File: config.mk
export PLATFORM = sky130hd
export DESIGN_NAME = debug_abstract_cmd_encoder_flat
export DESIGN_NICKNAME = d
export VERILOG_FILES = /design/src/rtl/debug_abstract_cmd_encoder_if.sv /design/src/rtl/debug_abstract_cmd_encoder.sv /design/src/flat_wrapper.sv
export SDC_FILE = /design/constraint.sdc
export NUM_CORES = 1
export LEC_CHECK = 0
export ABC_AREA = 1
export CAP_MARGIN = 15
export CORE_ASPECT_RATIO = 2
export CORE_MARGIN = 3
export CORE_UTILIZATION = 47
export CTS_CLUSTER_SIZE = 40
export DETAILED_ROUTE_END_ITERATION = 16
export HOLD_SLACK_MARGIN = 0.12
export PLACE_DENSITY = 0.85
export SLEW_MARGIN = 30
export SYNTH_ARGS = -nofsm -noshare
export SYNTH_HDL_FRONTEND = slang
export SYNTH_SLANG_ARGS = --single-unit
File: constraint.sdc
create_clock -name clk -period 3.8 [get_ports clk]
set_clock_uncertainty 0.2 [all_clocks]
set_input_delay 0.38 -clock clk [delete_from_list [all_inputs] [get_ports clk]]
set_output_delay 0.38 -clock clk [all_outputs]
set_load 0.05 [all_outputs]
File: src/rtl/debug_abstract_cmd_encoder_if.sv
// Handshake bundle between the debug module and the abstract-command encoder.
//   cmd_*      : abstract "access register" command, valid/ready.
//   flush      : abort the sequence in flight.
//   inst_*     : encoded instruction words toward the injection path, valid/ready.
//   cmd_done/err: completion pulse and unsupported-regno flag.
// master = debug module side, slave = encoder side.
interface debug_abstract_cmd_encoder_if;
    logic        cmd_valid;
    logic        cmd_ready;
    logic        cmd_write;
    logic [15:0] cmd_regno;
    logic        flush;
    logic        inst_valid;
    logic        inst_ready;
    logic [31:0] inst;
    logic        inst_last;
    logic        cmd_done;
    logic        cmd_err;

    modport master (
        output cmd_valid, cmd_write, cmd_regno, flush, inst_ready,
        input  cmd_ready, inst_valid, inst, inst_last, cmd_done, cmd_err
    );

    modport slave (
        input  cmd_valid, cmd_write, cmd_regno, flush, inst_ready,
        output cmd_ready, inst_valid, inst, inst_last, cmd_done, cmd_err
    );
endinterface

File: src/rtl/debug_abstract_cmd_encoder.sv
// Turns debug "access register" abstract commands into short sequences of RV32
// CSRRW/CSRRS instruction words (optionally followed by EBREAK) for the debug
// instruction-injection path. Data crosses between the debug module and the hart
// through the SCRATCH0 CSR; SCRATCH1 preserves the temp GPR around CSR accesses.
// Ports:
//   clk, rst_n : clock, asynchronous active-low reset
//   bus        : debug_abstract_cmd_encoder_if.slave (command in, instructions out)
module debug_abstract_cmd_encoder #(
    parameter logic [11:0] SCRATCH0_ADDR = 12'h7B2,
    parameter logic [11:0] SCRATCH1_ADDR = 12'h7B3,
    parameter int unsigned TEMP_REG      = 8,
    parameter bit          APPEND_EBREAK = 1'b1
) (
    input logic                          clk,
    input logic                          rst_n,
    debug_abstract_cmd_encoder_if.slave  bus
);

    localparam logic [6:0]  OpSystem = 7'b1110011;
    localparam logic [2:0]  Fn3Rw    = 3'b001;
    localparam logic [2:0]  Fn3Rs    = 3'b010;
    localparam logic [31:0] Ebreak   = 32'h00100073;
    localparam logic [4:0]  Temp     = 5'(TEMP_REG);
    localparam logic [4:0]  Zero     = 5'd0;
    // Index of the final word: body length minus one, plus the optional EBREAK.
    localparam logic [2:0]  GprLast  = APPEND_EBREAK ? 3'd1 : 3'd0;
    localparam logic [2:0]  CsrLast  = APPEND_EBREAK ? 3'd4 : 3'd3;

    typedef enum logic [1:0] {StIdle, StEmit, StFin} state_e;

    state_e      state_q, state_d;
    logic        write_q, write_d;
    logic        csr_q, csr_d;     // 1 = CSR class, 0 = GPR class
    logic        err_q, err_d;
    logic [11:0] regno_q, regno_d;
    logic [2:0]  step_q, step_d;

    logic [31:0] word;
    logic        last_word;

    function automatic logic [31:0] sys_inst(logic [11:0] csr, logic [4:0] rs1,
                                             logic [2:0] fn3, logic [4:0] rd);
        return {csr, rs1, fn3, rd, OpSystem};
    endfunction

    always_ff @(posedge clk or negedge rst_n) begin
        if (!rst_n) begin
            state_q <= StIdle;
            write_q <= 1'b0;
            csr_q   <= 1'b0;
            err_q   <= 1'b0;
            regno_q <= '0;
            step_q  <= '0;
        end else begin
            state_q <= state_d;
            write_q <= write_d;
            csr_q   <= csr_d;
            err_q   <= err_d;
            regno_q <= regno_d;
            step_q  <= step_d;
        end
    end

    // Word selection for the current step.
    always_comb begin
        word = Ebreak;
        if (!csr_q) begin
            if (step_q == 3'd0) begin
                word = write_q ? sys_inst(SCRATCH0_ADDR, Zero, Fn3Rs, regno_q[4:0])
                               : sys_inst(SCRATCH0_ADDR, regno_q[4:0], Fn3Rw, Zero);
            end
        end else begin
            case (step_q)
                3'd0: word = sys_inst(SCRATCH1_ADDR, Temp, Fn3Rw, Zero);
                3'd1: word = write_q ? sys_inst(SCRATCH0_ADDR, Zero, Fn3Rs, Temp)
                                     : sys_inst(regno_q, Zero, Fn3Rs, Temp);
                3'd2: word = write_q ? sys_inst(regno_q, Temp, Fn3Rw, Zero)
                                     : sys_inst(SCRATCH0_ADDR, Temp, Fn3Rw, Zero);
                3'd3: word = sys_inst(SCRATCH1_ADDR, Zero, Fn3Rs, Temp);
                default: word = Ebreak;
            endcase
        end
    end

    assign last_word = (step_q == (csr_q ? CsrLast : GprLast));

    always_comb begin
        state_d = state_q;
        write_d = write_q;
        csr_d   = csr_q;
        err_d   = err_q;
        regno_d = regno_q;
        step_d  = step_q;

        unique case (state_q)
            StIdle: begin
                if (bus.cmd_valid) begin
                    write_d = bus.cmd_write;
                    regno_d = bus.cmd_regno[11:0];
                    step_d  = 3'd0;
                    if (bus.cmd_regno[15:5] == 11'h080) begin
                        csr_d   = 1'b0;
                        err_d   = 1'b0;
                        state_d = StEmit;
                    end else if (bus.cmd_regno[15:12] == 4'h0) begin
                        csr_d   = 1'b1;
                        err_d   = 1'b0;
                        state_d = StEmit;
                    end else begin
                        csr_d   = 1'b0;
                        err_d   = 1'b1;
                        state_d = StFin;
                    end
                end
            end
            StEmit: begin
                // flush wins over a simultaneous handshake
                if (bus.flush) begin
                    state_d = StIdle;
                end else if (bus.inst_ready) begin
                    if (last_word) begin
                        state_d = StFin;
                    end else begin
                        step_d = step_q + 3'd1;
                    end
                end
            end
            StFin: begin
                state_d = StIdle;
            end
            default: begin
                state_d = StIdle;
            end
        endcase
    end

    always_comb begin
        bus.cmd_ready  = (state_q == StIdle);
        bus.inst_valid = (state_q == StEmit);
        bus.inst       = (state_q == StEmit) ? word : 32'h0;
        bus.inst_last  = (state_q == StEmit) && last_word;
        // A flush landing on the FIN cycle suppresses completion.
        bus.cmd_done   = (state_q == StFin) && !bus.flush;
        bus.cmd_err    = (state_q == StFin) && !bus.flush && err_q;
    end

endmodule

File: src/flat_wrapper.sv
// flat-port wrapper written by rule: the top's interface ports become plain ports
module debug_abstract_cmd_encoder_flat 
#(
    parameter logic [11:0] SCRATCH0_ADDR = 12'h7B2,
    parameter logic [11:0] SCRATCH1_ADDR = 12'h7B3,
    parameter int unsigned TEMP_REG      = 8,
    parameter bit          APPEND_EBREAK = 1'b1
)
  (clk, rst_n, bus_cmd_valid, bus_cmd_write, bus_cmd_regno, bus_flush, bus_inst_ready, bus_cmd_ready, bus_inst_valid, bus_inst, bus_inst_last, bus_cmd_done, bus_cmd_err);
  debug_abstract_cmd_encoder_if bus_i ();
  input logic clk;
  input logic rst_n;
  input wire logic [$bits(bus_i.cmd_valid)-1:0] bus_cmd_valid;
  input wire logic [$bits(bus_i.cmd_write)-1:0] bus_cmd_write;
  input wire logic [$bits(bus_i.cmd_regno)-1:0] bus_cmd_regno;
  input wire logic [$bits(bus_i.flush)-1:0] bus_flush;
  input wire logic [$bits(bus_i.inst_ready)-1:0] bus_inst_ready;
  output wire logic [$bits(bus_i.cmd_ready)-1:0] bus_cmd_ready;
  output wire logic [$bits(bus_i.inst_valid)-1:0] bus_inst_valid;
  output wire logic [$bits(bus_i.inst)-1:0] bus_inst;
  output wire logic [$bits(bus_i.inst_last)-1:0] bus_inst_last;
  output wire logic [$bits(bus_i.cmd_done)-1:0] bus_cmd_done;
  output wire logic [$bits(bus_i.cmd_err)-1:0] bus_cmd_err;
  assign bus_i.cmd_valid = bus_cmd_valid;
  assign bus_i.cmd_write = bus_cmd_write;
  assign bus_i.cmd_regno = bus_cmd_regno;
  assign bus_i.flush = bus_flush;
  assign bus_i.inst_ready = bus_inst_ready;
  assign bus_cmd_ready = bus_i.cmd_ready;
  assign bus_inst_valid = bus_i.inst_valid;
  assign bus_inst = bus_i.inst;
  assign bus_inst_last = bus_i.inst_last;
  assign bus_cmd_done = bus_i.cmd_done;
  assign bus_cmd_err = bus_i.cmd_err;
  debug_abstract_cmd_encoder #(.SCRATCH0_ADDR(SCRATCH0_ADDR), .SCRATCH1_ADDR(SCRATCH1_ADDR), .TEMP_REG(TEMP_REG), .APPEND_EBREAK(APPEND_EBREAK)) u_core (.clk(clk), .rst_n(rst_n), .bus(bus_i));
endmodule
After elaboration in Yosys (flattened, before gate mapping). Index checks and enable logic that the tools add are counted.

Memories kept: 0. Bits in writable memories: 0. Logic and storage cells: 55. Register bits after elaboration: 20. Bits of input ports: 22. Latch bits: 0. Memory bits (read-only): 0. Output and inout port bits: 37.

Mux-type cells: 24. Magnitude comparators: 0. Add/subtract/negate cells: 1. Equal/unequal tests: 13. Multiply operators: 0. Shifts and indexed selects: 0. Bitwise operators: 0. Reductions and logical operators: 11. Div/mod/pow operators: 0.

Operators by type and width (number): 2-to-1 mux 32 bit (5); one-hot mux 32 bit (4 select lines) (1); 2-to-1 mux 20 bit (1); 2-to-1 mux 3 bit (5); 2-to-1 mux 2 bit (6); == test 11 x 8 -> 1 bit (second input constant) (1); inequality test 2 bit (second input constant) (4); == test 3 x 2 -> 1 bit (second input constant) (2); one-hot mux 3 bit (2 select lines) (1); AND reduction 5 bit (1); logical NOT 4 bit (1); 2-to-1 mux 1 bit (4); one-hot mux 2 bit (2 select lines) (1); adder 3 x 1 -> 3 bit (second input constant) (1); == test 3 x 1 -> 1 bit (second input constant) (1); == test 3 bit (1); logical AND 1 bit (3); logical NOT 3 bit (1); inequality test 3 x 2 -> 1 bit (second input constant) (1); inequality test 3 bit (second input constant) (1); AND reduction 3 bit (1); == test 2 x 1 -> 1 bit (second input constant) (1); == test 2 bit (second input constant) (1); logical NOT 2 bit (1); other kinds (3) (3).

Longest topological paths before layout.
Depth in word-level cells: 6. Depth in mapped cells: 9. Depth with buffers taken out: 9.

Worst setup path before layout. No wires, ideal clock.

Path kind: flip-flop to output port. Start: register u_core.state_q[1]. End: output bus_inst[11]. Cell stages (with the launch flop): 6. Path buffers: 0. Required time: 3220 ps. Path slack: 1022 ps. Data arrival time: 2198 ps. Cell sequence: dfrtp_1 > nor2_4 > inv_4 > nor2_4 > inv_2 > nor3_1.

Longest elaborated chain between the ends: 2.

RTL lines: start: declaration (line debug_abstract_cmd_encoder.sv:31) `state_e state_q, state_d;`; start signal: assignment (line debug_abstract_cmd_encoder.sv:48) `state_q <= StIdle;`; start signal: assignment (line debug_abstract_cmd_encoder.sv:55) `state_q <= state_d;`; == test 2 x 1 -> 1 bit; via bus_inst_valid (line flat_wrapper.sv:19) `output wire logic [$bits(bus_i.inst_valid)-1:0] bus_inst_valid;`; 2-to-1 mux 32 bit (line debug_abstract_cmd_encoder.sv:140) `bus.inst = (state_q == StEmit) ? word : 32'h0;`; end: declaration (line flat_wrapper.sv:20) `output wire logic [$bits(bus_i.inst)-1:0] bus_inst;`.

The timed path passes the listed nets, and every way through them passes these cells.

Worst setup path after layout.
Start: register u_core.step_q[2]. End: output bus_inst[10].

Longest elaborated chain between the ends: 4. Elaborated cells on any way between the ends: 8. Classes of those cells: eq/ne: 3; mux: 4; reduce/logical: 1.

RTL lines: start: declaration (line debug_abstract_cmd_encoder.sv:36) `logic [2:0] step_q, step_d;`; start signal: assignment (line debug_abstract_cmd_encoder.sv:60) `step_q <= step_d;`; == test 3 x 2 -> 1 bit, or another cell as far along (line debug_abstract_cmd_encoder.sv:73) `case (step_q)`; one-hot mux 32 bit (4 select lines) or 2-to-1 mux 32 bit (tied branches) (line debug_abstract_cmd_encoder.sv:73, debug_abstract_cmd_encoder.sv:68); 2-to-1 mux 32 bit * (line debug_abstract_cmd_encoder.sv:67) `if (!csr_q) begin`; 2-to-1 mux 32 bit * (line debug_abstract_cmd_encoder.sv:140).

Mark *: on every way between the ends. The rest lies on a longest branch, timed or not.

==> run_results.csv <==
group,metric,value,unit
outcome,status,"completed",
yosys,synth_top_cell_area_share,0.3298,
global_route,grt_first_pass_wirelength,6.534,mm
drt,drt_first_pass_iters,4,
yosys,syn_avg_cell_area,6.837,µm²
drt,routed_wl,3.787,mm
pwr,combPwrFrac,0.448,
clock_network,cts_tree,"built",
pwr,p_seq_frac,0.385,
yosys,synth_area_leaders,"dfrtp_1 33%, nand2_1 11%, o21ai_0 7.6%, inv_1 6.9%, nor2_1 5.9%",
yosys,synth-async-reset-ratio,1.000,
flow_run,maxCapViolCount,0,
pwr,power_density,463.5,nW/µm²
pwr,pwr-share-clk,0.167,
pwr,peakVddDrop,0.3046,mV
clock_network,root_buffer,"clkbuf_8",
clock_network,numCtsBuffers,3,
place,portBuffers,55,
cells_and_area,mostFrequentLayoutCells,"54 x clkdlybuf4s50_1, 43 x nand2_1, 28 x inv_1",
worst_setup_path,end_kind,"primary output",
place,placed_area,2001,µm²
drt,drc_errors,0,
timing,period_share,0.8334,
drt,first_iter_violations,23,
hold_path,worstHoldPathType,"flip-flop to flip-flop",
yosys,synth_edf_count,0,
cells_and_area,nFillCells,253,
worst_setup_path,start_kind,"flip-flop",
cells_and_area,regArea,500.5,µm²
timing,clock.fmax,315.8,MHz
floorplanning,die_w,46.18,µm
drt,vias_per_cell,5.178,
yosys,yosys_warnings,0,
yosys,ys_seq_area_frac,0.3298,
floorplanning,die_h,86.36,µm
place,dpl.hpwl,3.100,mm
cells_and_area,final_common_cell,"clkdlybuf4s50_1",
worst_setup_path,worstPathArrival,2.59,ns
cells_and_area,antenna_cells,0,
floorplanning,num_io_pins,59,
global_route,antenna_found_initial,0,
place,place_congestion,0.9273,
timing,drv_slew,0,
floorplanning,initial_core_util,0.5037,
cells_and_area,nets,296,
worst_setup_path,crit_fanout,12,
drt,vias,1543,
pwr,switching_share,0.4551,
clock_network,cts_sinks,20,
clock_network,clkTransAtPathRegs,0.07,ns
timing,slew_headroom,0.6249,
pwr,p_int,0.0005205,W
cells_and_area,syn_to_final_growth,35.78,%
global_route,grt_start_max_net_pins,32,
cells_and_area,drive_above_1_share,0.08209,
clock_network,post-cts-setup-buffers,0,
global_route,grt_pass1_vias,1501,
yosys,ys_ff_latch,20,
yosys,ys_types,28,
global_route,grt-ovfl-total,0,
clock_network,clock_latency,0.25,ns
yosys,synth_flop_cell,"dfrtp_1",
floorplanning,core_area,3013,µm²
timing,tns,0,ns
timing,final-hold-violation-count,0,
yosys,yosys.area.top_type,"dfrtp_1",
floorplanning,dieArea,3988,µm²
clock_network,htreeDepth,1,
clock_network,clk_path_buf_depth,2,
cells_and_area,multi_input_area,793.3,µm²
timing,finalSetupViolations,0,
floorplanning,num_rows,28,
yosys,synthCells,222,
worst_setup_path,cp.required,3.22,ns
pwr,power_switching,0.0004347,W
yosys,netlist_area,1518,µm²
pwr,p_leak,0.9717,nW
timing,rsz0062_at_grt,"no",
drt,wl_per_cell,12.71,µm
global_route,grt.total_usage,0.2177,
timing,min_period,3.167,ns
drt,ant_nets,0,
cells_and_area,final_area,2061,µm²
timing,worst_pin_slew,0.5626,ns
worst_setup_path,critical_path_class,"flip-flop to primary output",
==> synth_stat cells, types with 3 or more instances <==
cell type  count
a21oi_1       15
buf_2          3
buf_4          9
dfrtp_1       20
ha_1           5
inv_1         28
nand2_1       43
nand2_2        4
nand3_1       12
nor2_1        24
nor2_4         3
nor3_1         5
o21ai_0       23
o21ai_1       10
==> routing by layer <==
metal	wire length, µm	part of all wire	global-route usage	up-vias
li1	-	-	-	789
met1	1371	0.36	0.2380	704
met2	2186	0.58	0.3995	42
met3	122	0.032	0.01663	8
met4	106	0.028	0.09067	0
met5	0	0	0	-
==> cell type report <==
class,instances,share of cell area
Multi-Input combinational cell,157,0.3849
Timing Repair Buffer,56,0.2696
Sequential cell,20,0.2429
Inverter,31,0.05768
Clock buffer,4,0.02672
Tap cell,30,0.01821
==> timing repair <==
action / 4_1_cts / 5_1_grt
hold buffers: 0 / 1
gates resized for setup: 0 / 0
endpoints found under the hold margin: 0 / 20
==> registers in the layout, indices dropped and copies added, names as in the netlist <==
register        flops
u_core.regno_q     12
u_core.step_q       3
u_core.state_q      2
u_core.csr_q        1
u_core.err_q        1
u_core.write_q      1
==> per-stage QoR <==
| step | hold slack (ns) | total power, W | worst slack, ns | instances | util |
|---|---|---|---|---|---|
| floorplan | -0.1156 | 0.0006835 | 1.022 | 224 | - |
| global placement | 0.2676 | 0.0007895 | 0.9308 | 293 | 0.6640 |
| detailed placement | 0.2850 | 0.0007983 | 0.9208 | 293 | 0.6640 |
| CTS | 0.3019 | 0.0009556 | 0.6364 | 297 | 0.6823 |
| global route | 0.3375 | 0.001023 | 0.4491 | 298 | 0.6840 |
| finish | 0.3055 | 0.0009552 | 0.6331 | 298 | 0.6840 |
==> critical path, stage by stage, from the launching register on <==
cell and delay, ns:
dfrtp_1 0.43, inv_1 0.32, ha_1 0.29, o21ai_0 0.10
nand2_1 0.08, o21ai_0 0.11, nor3_1 0.16, clkdlybuf4s50_1 0.82
==> power by group through the flow <==
stage	Combinational (W)	Sequential, W	Clock (W)
floorplan	0.000345	0.000338	0
global placement	0.000421	0.000369	0
detailed placement	0.000429	0.000369	0
CTS	0.000431	0.000365	0.000159
global route	0.000475	0.000380	0.000168
finish	0.000428	0.000368	0.000160
==> worst paths after layout <==
path                                   startpoint                 to  slack, ns  depth (start not counted)
worst max-delay path             u_core.step_q[2]       bus_inst[10]       0.63                          7
worst min-delay path            u_core.regno_q[8]  u_core.regno_q[8]       0.31                          2
worst max register to register  u_core.state_q[1]   u_core.step_q[2]       2.02                          6
worst min register to register  u_core.regno_q[8]  u_core.regno_q[8]       0.31                          2
max in group asynchronous                   rst_n   u_core.step_q[1]       2.69                          2
min in group asynchronous                   rst_n  u_core.regno_q[6]       0.41                          2
==> cells by family (layout without fill, tap and decap cells) <==
| logic type | Yosys count | after routing | synth area share |
|---|---|---|---|
| flip-flops | 20 | 20 | 0.3298 |
| buffers and inverters | 47 | 91 | 0.1525 |
| AO/OA/AOI/OAI | 50 | 50 | 0.1698 |
| AND/OR/NAND/NOR | 99 | 99 | 0.3042 |
| adder cells (fa/ha/maj) | 5 | 5 | 0.04122 |
| other | 1 | 3 | 0.002471 |
Note: power is estimated with default switching activity, not from simulation.
